<file path="src/rtl/term_sequencer.sv">
// Sequencer for the term-project datapath: stores DEPTH bytes, launches compute, then loads the BCD display.
// Optional compute-wait watchdog enabled by defining SEQ_CALC_TIMEOUT_EN.
module term_sequencer #(
  parameter int DEPTH   = 8,
  parameter int AW      = 3,
  parameter int DW      = 8,
  parameter int TIMEOUT = 255
) (
  input  logic          clk,
  input  logic          rst,
  input  logic          init,
  input  logic [DW-1:0] data_in,
  input  logic          data_valid,
  output logic          data_ready,
  output logic          mem_we,
  output logic [AW-1:0] mem_addr,
  output logic [DW-1:0] mem_wdata,
  output logic          calc_start,
  input  logic          calc_done,
  output logic          bcd_load,
  output logic [1:0]    phase,
  output logic          busy,
  output logic          err
);

  if (DEPTH < 2 || DEPTH > 256 || (1 << AW) != DEPTH || TIMEOUT < 1) begin : g_param_check
    $error("term_sequencer: inconsistent DEPTH/AW/TIMEOUT");
  end

  typedef enum logic [1:0] {
    S_IDLE    = 2'd0,
    S_STORE   = 2'd1,
    S_COMPUTE = 2'd2,
    S_DISPLAY = 2'd3
  } state_t;

  state_t        state, state_n;
  logic          init_q;
  logic          init_rise;
  logic [AW-1:0] ptr, ptr_n;
  logic          full, full_n;
  logic          we_n, start_n, load_n;
  logic [AW-1:0] addr_n;
  logic [DW-1:0] wdata_n;

`ifdef SEQ_CALC_TIMEOUT_EN
  localparam int TW = (TIMEOUT < 2) ? 1 : $clog2(TIMEOUT + 1);
  logic [TW-1:0] tmr, tmr_n;
  logic          err_q, err_n;
`endif

  assign init_rise = init & ~init_q;
  assign phase     = state;
  // full marks the cycle the last write is on the bus; no more bytes are taken then
  assign data_ready = (state == S_STORE) && !full;

  always_comb begin
    state_n = state;
    ptr_n   = ptr;
    full_n  = full;
    we_n    = 1'b0;
    addr_n  = mem_addr;
    wdata_n = mem_wdata;
    start_n = 1'b0;
    load_n  = 1'b0;
`ifdef SEQ_CALC_TIMEOUT_EN
    tmr_n   = tmr;
    err_n   = err_q;
`endif
    case (state)
      S_IDLE: begin
        if (init_rise) begin
          state_n = S_STORE;
          ptr_n   = '0;
          full_n  = 1'b0;
`ifdef SEQ_CALC_TIMEOUT_EN
          err_n   = 1'b0;
`endif
        end
      end
      S_STORE: begin
        if (init_rise) begin
          state_n = S_IDLE;
        end else if (full) begin
          state_n = S_COMPUTE;
          start_n = 1'b1;
`ifdef SEQ_CALC_TIMEOUT_EN
          tmr_n   = '0;
`endif
        end else if (data_valid) begin
          we_n    = 1'b1;
          addr_n  = ptr;
          wdata_n = data_in;
          if (ptr == AW'(DEPTH - 1)) full_n = 1'b1;
          else                       ptr_n  = ptr + 1'b1;
        end
      end
      S_COMPUTE: begin
        if (init_rise) begin
          state_n = S_IDLE;
        end else if (!calc_start) begin
          if (calc_done) begin
            state_n = S_DISPLAY;
            load_n  = 1'b1;
          end
`ifdef SEQ_CALC_TIMEOUT_EN
          else if (tmr == TW'(TIMEOUT - 1)) begin
            state_n = S_IDLE;
            err_n   = 1'b1;
          end else begin
            tmr_n = tmr + 1'b1;
          end
`endif
        end
      end
      S_DISPLAY: begin
        if (init_rise) state_n = S_IDLE;
      end
      default: state_n = S_IDLE;
    endcase
  end

  always_ff @(posedge clk) begin
    if (rst) begin
      state      <= S_IDLE;
      init_q     <= 1'b0;
      ptr        <= '0;
      full       <= 1'b0;
      mem_we     <= 1'b0;
      mem_addr   <= '0;
      mem_wdata  <= '0;
      calc_start <= 1'b0;
      bcd_load   <= 1'b0;
      busy       <= 1'b0;
    end else begin
      state      <= state_n;
      init_q     <= init;
      ptr        <= ptr_n;
      full       <= full_n;
      mem_we     <= we_n;
      mem_addr   <= addr_n;
      mem_wdata  <= wdata_n;
      calc_start <= start_n;
      bcd_load   <= load_n;
      busy       <= (state_n == S_STORE) || (state_n == S_COMPUTE);
    end
  end

`ifdef SEQ_CALC_TIMEOUT_EN
  always_ff @(posedge clk) begin
    if (rst) begin
      tmr   <= '0;
      err_q <= 1'b0;
    end else begin
      tmr   <= tmr_n;
      err_q <= err_n;
    end
  end
  assign err = err_q;
`else
  assign err = 1'b0;
`endif

endmodule
</file>
<file path="config.mk">
export PLATFORM = sky130hd
export DESIGN_NAME = term_sequencer
export DESIGN_NICKNAME = d
export VERILOG_FILES = /design/src/rtl/term_sequencer.sv
export SDC_FILE = /design/constraint.sdc
export NUM_CORES = 1
export LEC_CHECK = 0
export ABC_AREA = 1
export ABC_CLOCK_PERIOD_IN_PS = 1700
export CORE_MARGIN = 3
export CORE_UTILIZATION = 40
export DETAILED_ROUTE_END_ITERATION = 7
export PLACE_DENSITY = 0.72
export SLEW_MARGIN = 10
export SYNTH_ARGS = -nofsm -noshare
export SYNTH_HDL_FRONTEND = slang
export SYNTH_SLANG_ARGS = --single-unit
</file>
<file path="constraint.sdc">
create_clock -name clk -period 1.7 [get_ports clk]
set_input_delay 0.17 -clock clk [delete_from_list [all_inputs] [get_ports clk]]
set_output_delay 0.17 -clock clk [all_outputs]
set_load 0.01 [all_outputs]
</file>
After elaboration in Yosys (flattened, before gate mapping)
Index checks and enable logic that the tools add are counted.
- register bits after elaboration: 22
- output and inout port bits: 19
- add/sub/neg operators: 1
- equality and inequality tests: 11
- muxes and demuxes: 23
- bitwise gates (word level): 6
- reductions and logical operators: 11
- operators with widths (operator ; number):
    2-to-1 mux 3 bit ; 5
    2-to-1 mux 2 bit ; 7
    != test 2 bit (second input constant) ; 5
    2-to-1 mux 1 bit ; 8
    case mux 2 bit (4 select lines) ; 1
    OR reduction 4 bit ; 2
    equality test 2 bit (second input constant) ; 3
    case mux 3 bit (2 select lines) ; 1
    AND reduction 6 bit ; 1
    inverter 1 bit ; 5
    equality test 2 x 1 -> 1 bit (second input constant) ; 2
    AND reduction 4 bit ; 1
    adder 3 x 1 -> 3 bit (second input constant) ; 1
    equality test 3 bit (second input constant) ; 1
    AND reduction 3 bit ; 1
    OR reduction 3 bit ; 1
    zero test 2 bit ; 1
    case mux 1 bit (2 select lines) ; 1
    nonzero test 2 bit ; 1
    AND 1 bit ; 1
    logical AND 1 bit ; 1
    zero test 1 bit ; 1
    logical OR 1 bit ; 1

Longest topological paths before layout
Gate-level depths: netlist of run 1.
- depth after elaboration: 6
- gate-level depth with buffers: 8
- depth with buffers taken out: 8

Worst setup path after synthesis of run 1
No wires, ideal clock.
- kind: register -> register
- start point: register ptr[0]
- end point: register ptr[0]
- setup time: 119 ps
- arrival time: 1130 ps
- required time: 1581 ps
- setup slack: 451 ps
- stages on the path, launching flop included: 9
- clock period less this slack: 1249 ps
- path through: dfxtp_1 -> ha_1 -> ha_1 -> nor2_1 -> nand3_1 -> nand2_1 -> nand2_1 -> nand2_1 -> a21oi_1
- longest elaborated chain between the ends: 6
- RTL lines (what ; line ; text):
    start, declared ; 40 ; logic [AW-1:0] ptr, ptr_n;
    start signal, assigned ; 138 ; ptr <= ptr_n;
    adder 3 x 1 -> 3 bit ; 95 ; else ptr_n = ptr + 1'b1;
    2-to-1 mux 3 bit ; 94 ; if (ptr == AW'(DEPTH - 1)) full_n = 1'b1;
    2-to-1 mux 3 bit ; 90 ; end else if (data_valid) begin
    2-to-1 mux 3 bit ; 84 ; end else if (full) begin
    2-to-1 mux 3 bit ; 82 ; if (init_rise) begin
    case mux 3 bit (2 select lines) ; 70 ; case (state)
Parallel ways exist; a longest one is shown, timed or not. The select of a mux whose other input is x is not followed.
A chain may end at the register's enable or synchronous reset.

Worst setup path after layout of run 1
- start point: register state[1] (netlist: phase[1])
- end point: output phase[1]
- RTL lines (what ; line ; text):
    start, declared ; 37 ; state_t state, state_n;
    start signal, assigned ; 136 ; state <= state_n;
    end, declared ; 21 ; output logic [1:0] phase,
No word-level cell between the ends.

==> impl_metrics.ini, run 1 <==
[pwr]
peakVddDrop_uv = 509
p_leak_nw = 0.506
powerDensity_nw_per_um2 = 767

[logic_synthesis]
syn_area_per_cell_um2 = 7.67
netlist_instances = 120
ys.warnings.count = 0
yosys-top-cells-count = nor2_1, dfxtp_1, inv_1, nand2_1, o21ai_0
synth_edf_count = 0
synth_cell_types = 23
synthTopCellsByArea = dfxtp_1, nor2_1, o21ai_0
synth_top_area_share = 0.478
syn-num-nets = 135
synth_ff_type = dfxtp_1
seq_area_frac_synth = 0.478
synth_top_area_cell = dfxtp_1
ys_ff_latch = 22
yosysMostFrequentCell = nor2_1
async_reset_ff_frac = 0
synthesis.area_um2 = 921

[clocking]
insertion_delay_ps = 310
holdBufCountCts = 0
clk_pin_slew_worst_paths_ps = 120
cts.sinks = 22
numCtsBuffers = 3
cts.htree.levels = 1
clk_path_buf_depth = 2
cts_tree = yes
cts_setup_buffers = 0
root_buffer = clkbuf_4

[route]
firstDrtPassIters = 5
avgRoutedWirePerCell_um = 12.1
post_drt_via_cell_ratio = 5.01
antenna_left = 0
drt_wl_total_um = 2120
vias = 881
drc = 0
detail_route.iter0.violations = 20

[final_layout]
final_util = 0.604
seq_area_um2 = 442
fill_cells = 193
drive_above_1_share = 0.0671
n_antenna_cell = 0
syn2layout_area_growth_pct = 35.3
final_net_count = 166
multiInputGateArea_um2 = 393

[sta]
maxSlewViolCount = 0
hold_viol_final = 0
setup_tns_ps = 0
rsz0062_at_grt = false
period_share = 0.894
clock_skew_ps = 13.4
fin_crit_ps = 1520
finalSetupViolations = 0
fmax_ghz = 0.658

[setup_path]
path_cells = clkdlybuf4s50_1
reg2reg_slack_ps = 270
path_class = reg2out
critPathLaunchType = flop
critPathBufInv = 1
worst-path-stages = 1
cp.arrival_ps = 1350
crit_path_end = phase[1]
worstPathRequired_ps = 1530
cp_slowest_cell = clkdlybuf4s50_1
crit_start = phase[1]
reg2regPathDepth = 7
reg2reg_to = ptr[0]
reg2reg_from = ptr[0]
crit_fanout = 6
crit_family = buffers and inverters
max_stage_delay_ps = 590
worst_setup_path_end_kind = primary output

[min_path]
holdCritStartpoint = init
min_path_cells = 3
hp-class = in2reg

[global_route]
grt_pass1_vias = 797
antenna_found_initial = 0
grt_first_pass_wirelength_um = 3370
gr-total-overflow = 0
track_usage = 0.159
grt_max_degree = 14

[die]
rows = 16
start_util = 0.447
core_um2 = 2060
fp.dieW_um = 54.0
die_area_um2 = 2910
die_h_um = 54.0
io_pins = 32

[status]
run_status = completed

[job]
maxCapViolCount = 0

[place]
dp_hpwl_um = 1480
gp_congestion = 0.827
io_buffers = 30
## metrics by stage
stage | instances | hold slack (ps) | worst slack, ps | instance area [µm²] | power [W]
floorplan | 120 | 295 | 451 | 921 | 0.000650
global placement | 173 | 461 | 245 | 1220 | 0.000725
detailed placement | 173 | 479 | 195 | 1220 | 0.000729
CTS | 176 | 424 | 185 | 1250 | 0.000957
global route | 176 | 426 | 97.0 | 1250 | 0.000994
finish | 176 | 419 | 180 | 1250 | 0.000955
## power by group
part	internal, W	leakage (nW)	switching, W
logic	0.0000841	0.313	0.0000846
registers	0.000537	0.179	0.0000138
clock network	0.0000828	0.0138	0.000153
## placed cells by master (no fill, tap or decap), drive strengths merged
master	instances
nor2	35
o21ai	14
dlygate4sd2	1
inv	13
nand2	12
ha	2
clkdlybuf4s50	29
dfxtp	22
nand3	6
o31ai	1
a31oi	1
a21oi	5
buf	1
o211ai	1
conb	1
nand4	1
a211oi	1
clkbuf	3
## how the worst min path moves through the flow
stage / endpoint
after floorplan: init_q
after global placement: mem_addr[2]
after detailed placement: mem_addr[2]
after CTS: init_q
after global routing: init_q
final: init_q
## cell type report
cell class,instances,area share
flip-flops and latches,22,0.354
clock buffers,3,0.0181
inverters,13,0.0392
multi-input cells,80,0.315
repair buffers,31,0.246
well taps,27,0.0271
## per-layer routing
| metal | track usage | wire [µm] | vias to the layer above | share of wire |
|---|---|---|---|---|
| li1 | - | - | 439 | - |
| met1 | 0.183 | 906 | 401 | 0.43 |
| met3 | 0.0637 | 210 | 4 | 0.099 |
| met4 | 0.0622 | 27 | 0 | 0.013 |
| met2 | 0.262 | 976 | 37 | 0.46 |
| met5 | 0 | 0 | - | 0 |
## repair_timing
item,4_1_cts,5_1_grt
resized for setup,2,0
endpoints found under the hold margin,0,0
setup endpoints to repair,1,0
## logic make-up after synthesis
family,Yosys count,share of synthesized area
flops,22,0.478
simple gates,54,0.261
buf+inv,18,0.0951
fa+ha+maj,2,0.0272
compound gates,23,0.135
other cells,1,0.00407
## registers in the layout, indices dropped and copies added (netlist names)
| name | cells |
|---|---|
| bcd_load | 1 |
| busy | 1 |
| calc_start | 1 |
| full | 1 |
| init_q | 1 |
| mem_addr | 3 |
| mem_wdata | 8 |
| mem_we | 1 |
| phase | 2 |
| ptr | 3 |
Note: power is estimated with default switching activity, not from simulation.
==> inputs of run 2 (changes only) <==
--- a/config.mk
+++ b/config.mk
@@ -11,6 +11,7 @@
 export CORE_UTILIZATION = 40
 export DETAILED_ROUTE_END_ITERATION = 7
 export PLACE_DENSITY = 0.72
+export REMOVE_ABC_BUFFERS = 1
 export SLEW_MARGIN = 10
 export SYNTH_ARGS = -nofsm -noshare
 export SYNTH_HDL_FRONTEND = slang
==> run 2 against run 1 <==
Utilization grew 0.30 points; critical path depth rose by 1; first-iteration DRC count up 5.0%; flip-flop and latch count stayed put; non-clock buffer count rose by 1; maximum frequency decreased by 0.27%; via count down 2.8%; wire length shrank 13%; clock skew down 7.3 ps.
==> impl_metrics.ini, run 2 (synthesized netlist as in run 1, its figures left out) <==
[route]
drc = 0
post_drt_via_cell_ratio = 4.84
firstDrtPassIters = 5
vias = 856
antenna_left = 0
avgRoutedWirePerCell_um = 10.5
detail_route.iter0.violations = 21
drt_wl_total_um = 1850

[pwr]
p_leak_nw = 0.511
powerDensity_nw_per_um2 = 751
peakVddDrop_uv = 463

[job]
maxCapViolCount = 0

[die]
rows = 16
core_um2 = 2060
io_pins = 32
die_h_um = 54.0
start_util = 0.447
fp.dieW_um = 54.0
die_area_um2 = 2910

[status]
run_status = completed

[sta]
finalWorstSetupSlack_ps = 176
fmax_ghz = 0.656
clock_skew_ps = 6.13
hold_viol_final = 0
period_share = 0.897
fin_crit_ps = 1520
setup_tns_ps = 0
finalSetupViolations = 0
maxSlewViolCount = 0
rsz0062_at_grt = false

[setup_path]
cp.arrival_ps = 1350
crit_fanout = 5
worst_setup_path_end_kind = primary output
reg2regPathDepth = 8
worstPathRequired_ps = 1530
path_class = reg2out
critPathLaunchType = flop

[clocking]
cts_setup_buffers = 0
cts_resized = 1
insertion_delay_ps = 290
numCtsBuffers = 3
root_buffer = clkbuf_4
cts_tree = yes
clk_pin_slew_worst_paths_ps = 110
clk_path_buf_depth = 2
cts.htree.levels = 1
holdBufCountCts = 0
cts.sinks = 22

[place]
dp_cells = 174
io_buffers = 30
pre_cts_slack_ps = 236
dp_hpwl_um = 1380
gp_congestion = 0.895

[final_layout]
drive_above_1_share = 0.0667
largest_registers = mem_wdata: 8 flops, mem_addr: 3 flops, ptr: 3 flops
layout.cells.non_filler = 177
layout_commonest_cell = nor2_1
mostFrequentLayoutCells = nor2_1, clkdlybuf4s50_1, dfxtp_1
n_antenna_cell = 0
final_util = 0.607
regMostFlops = mem_wdata
largest_reg_flops = 8
syn2layout_area_growth_pct = 36.0
final_net_count = 167

[global_route]
grt_max_degree = 14
grt_pass1_vias = 711
grt_first_pass_wirelength_um = 3020
track_usage = 0.142
antenna_found_initial = 0
gr-total-overflow = 0

[min_path]
hp-class = in2reg
min_path_cells = 3
==> run 2: metrics by stage <==
step / total power, W / instance area (µm²) / hold slack (ps)
after floorplan: 0.000640 / 882 / 239
after global placement: 0.000728 / 1230 / 463
after detailed placement: 0.000731 / 1230 / 473
after CTS: 0.000952 / 1250 / 432
after global routing: 0.00100 / 1250 / 432
final: 0.000940 / 1250 / 444
==> run 2: final cells by class <==
| type | instances | area [µm²] |
|---|---|---|
| clock buffer | 3 | 22.5 |
| fill | 196 | 810 |
| inverter | 13 | 48.8 |
| multi-input combinational | 80 | 393 |
| sequential | 22 | 440 |
| tap | 27 | 33.8 |
| timing repair buffer | 32 | 314 |
==> run 2: per-layer routing <==
metal	share of wire	vias to the layer above	track usage
met2	0.40	43	0.216
met3	0.12	6	0.0360
met4	0.014	0	0.0788
met1	0.47	365	0.183
li1	-	442	-
met5	0	-	0
==> run 2: path summary, 6_finish.rpt <==
check                from           end  slack, ps
min reg2reg  mem_wdata[4]  mem_wdata[4]        490
max reg2reg        ptr[0]        ptr[1]        270
max              phase[0]      phase[0]        180
min                  init        init_q        440
==> run 2: critical path, cell delays in order, from the launching register on <==
cell and delay (ps):
dfxtp_1 380, buf_4 150, clkdlybuf4s50_1 530
==> run 2: where the power goes <==
group / switching (W) / leakage (nW) / total, W / internal [W]
clock network: 0.000140 / 0.0138 / 0.000223 / 0.0000824
logic: 0.0000838 / 0.319 / 0.000171 / 0.0000868
registers: 0.0000106 / 0.179 / 0.000547 / 0.000536
total: 0.000235 / 0.511 / 0.000940 / 0.000706
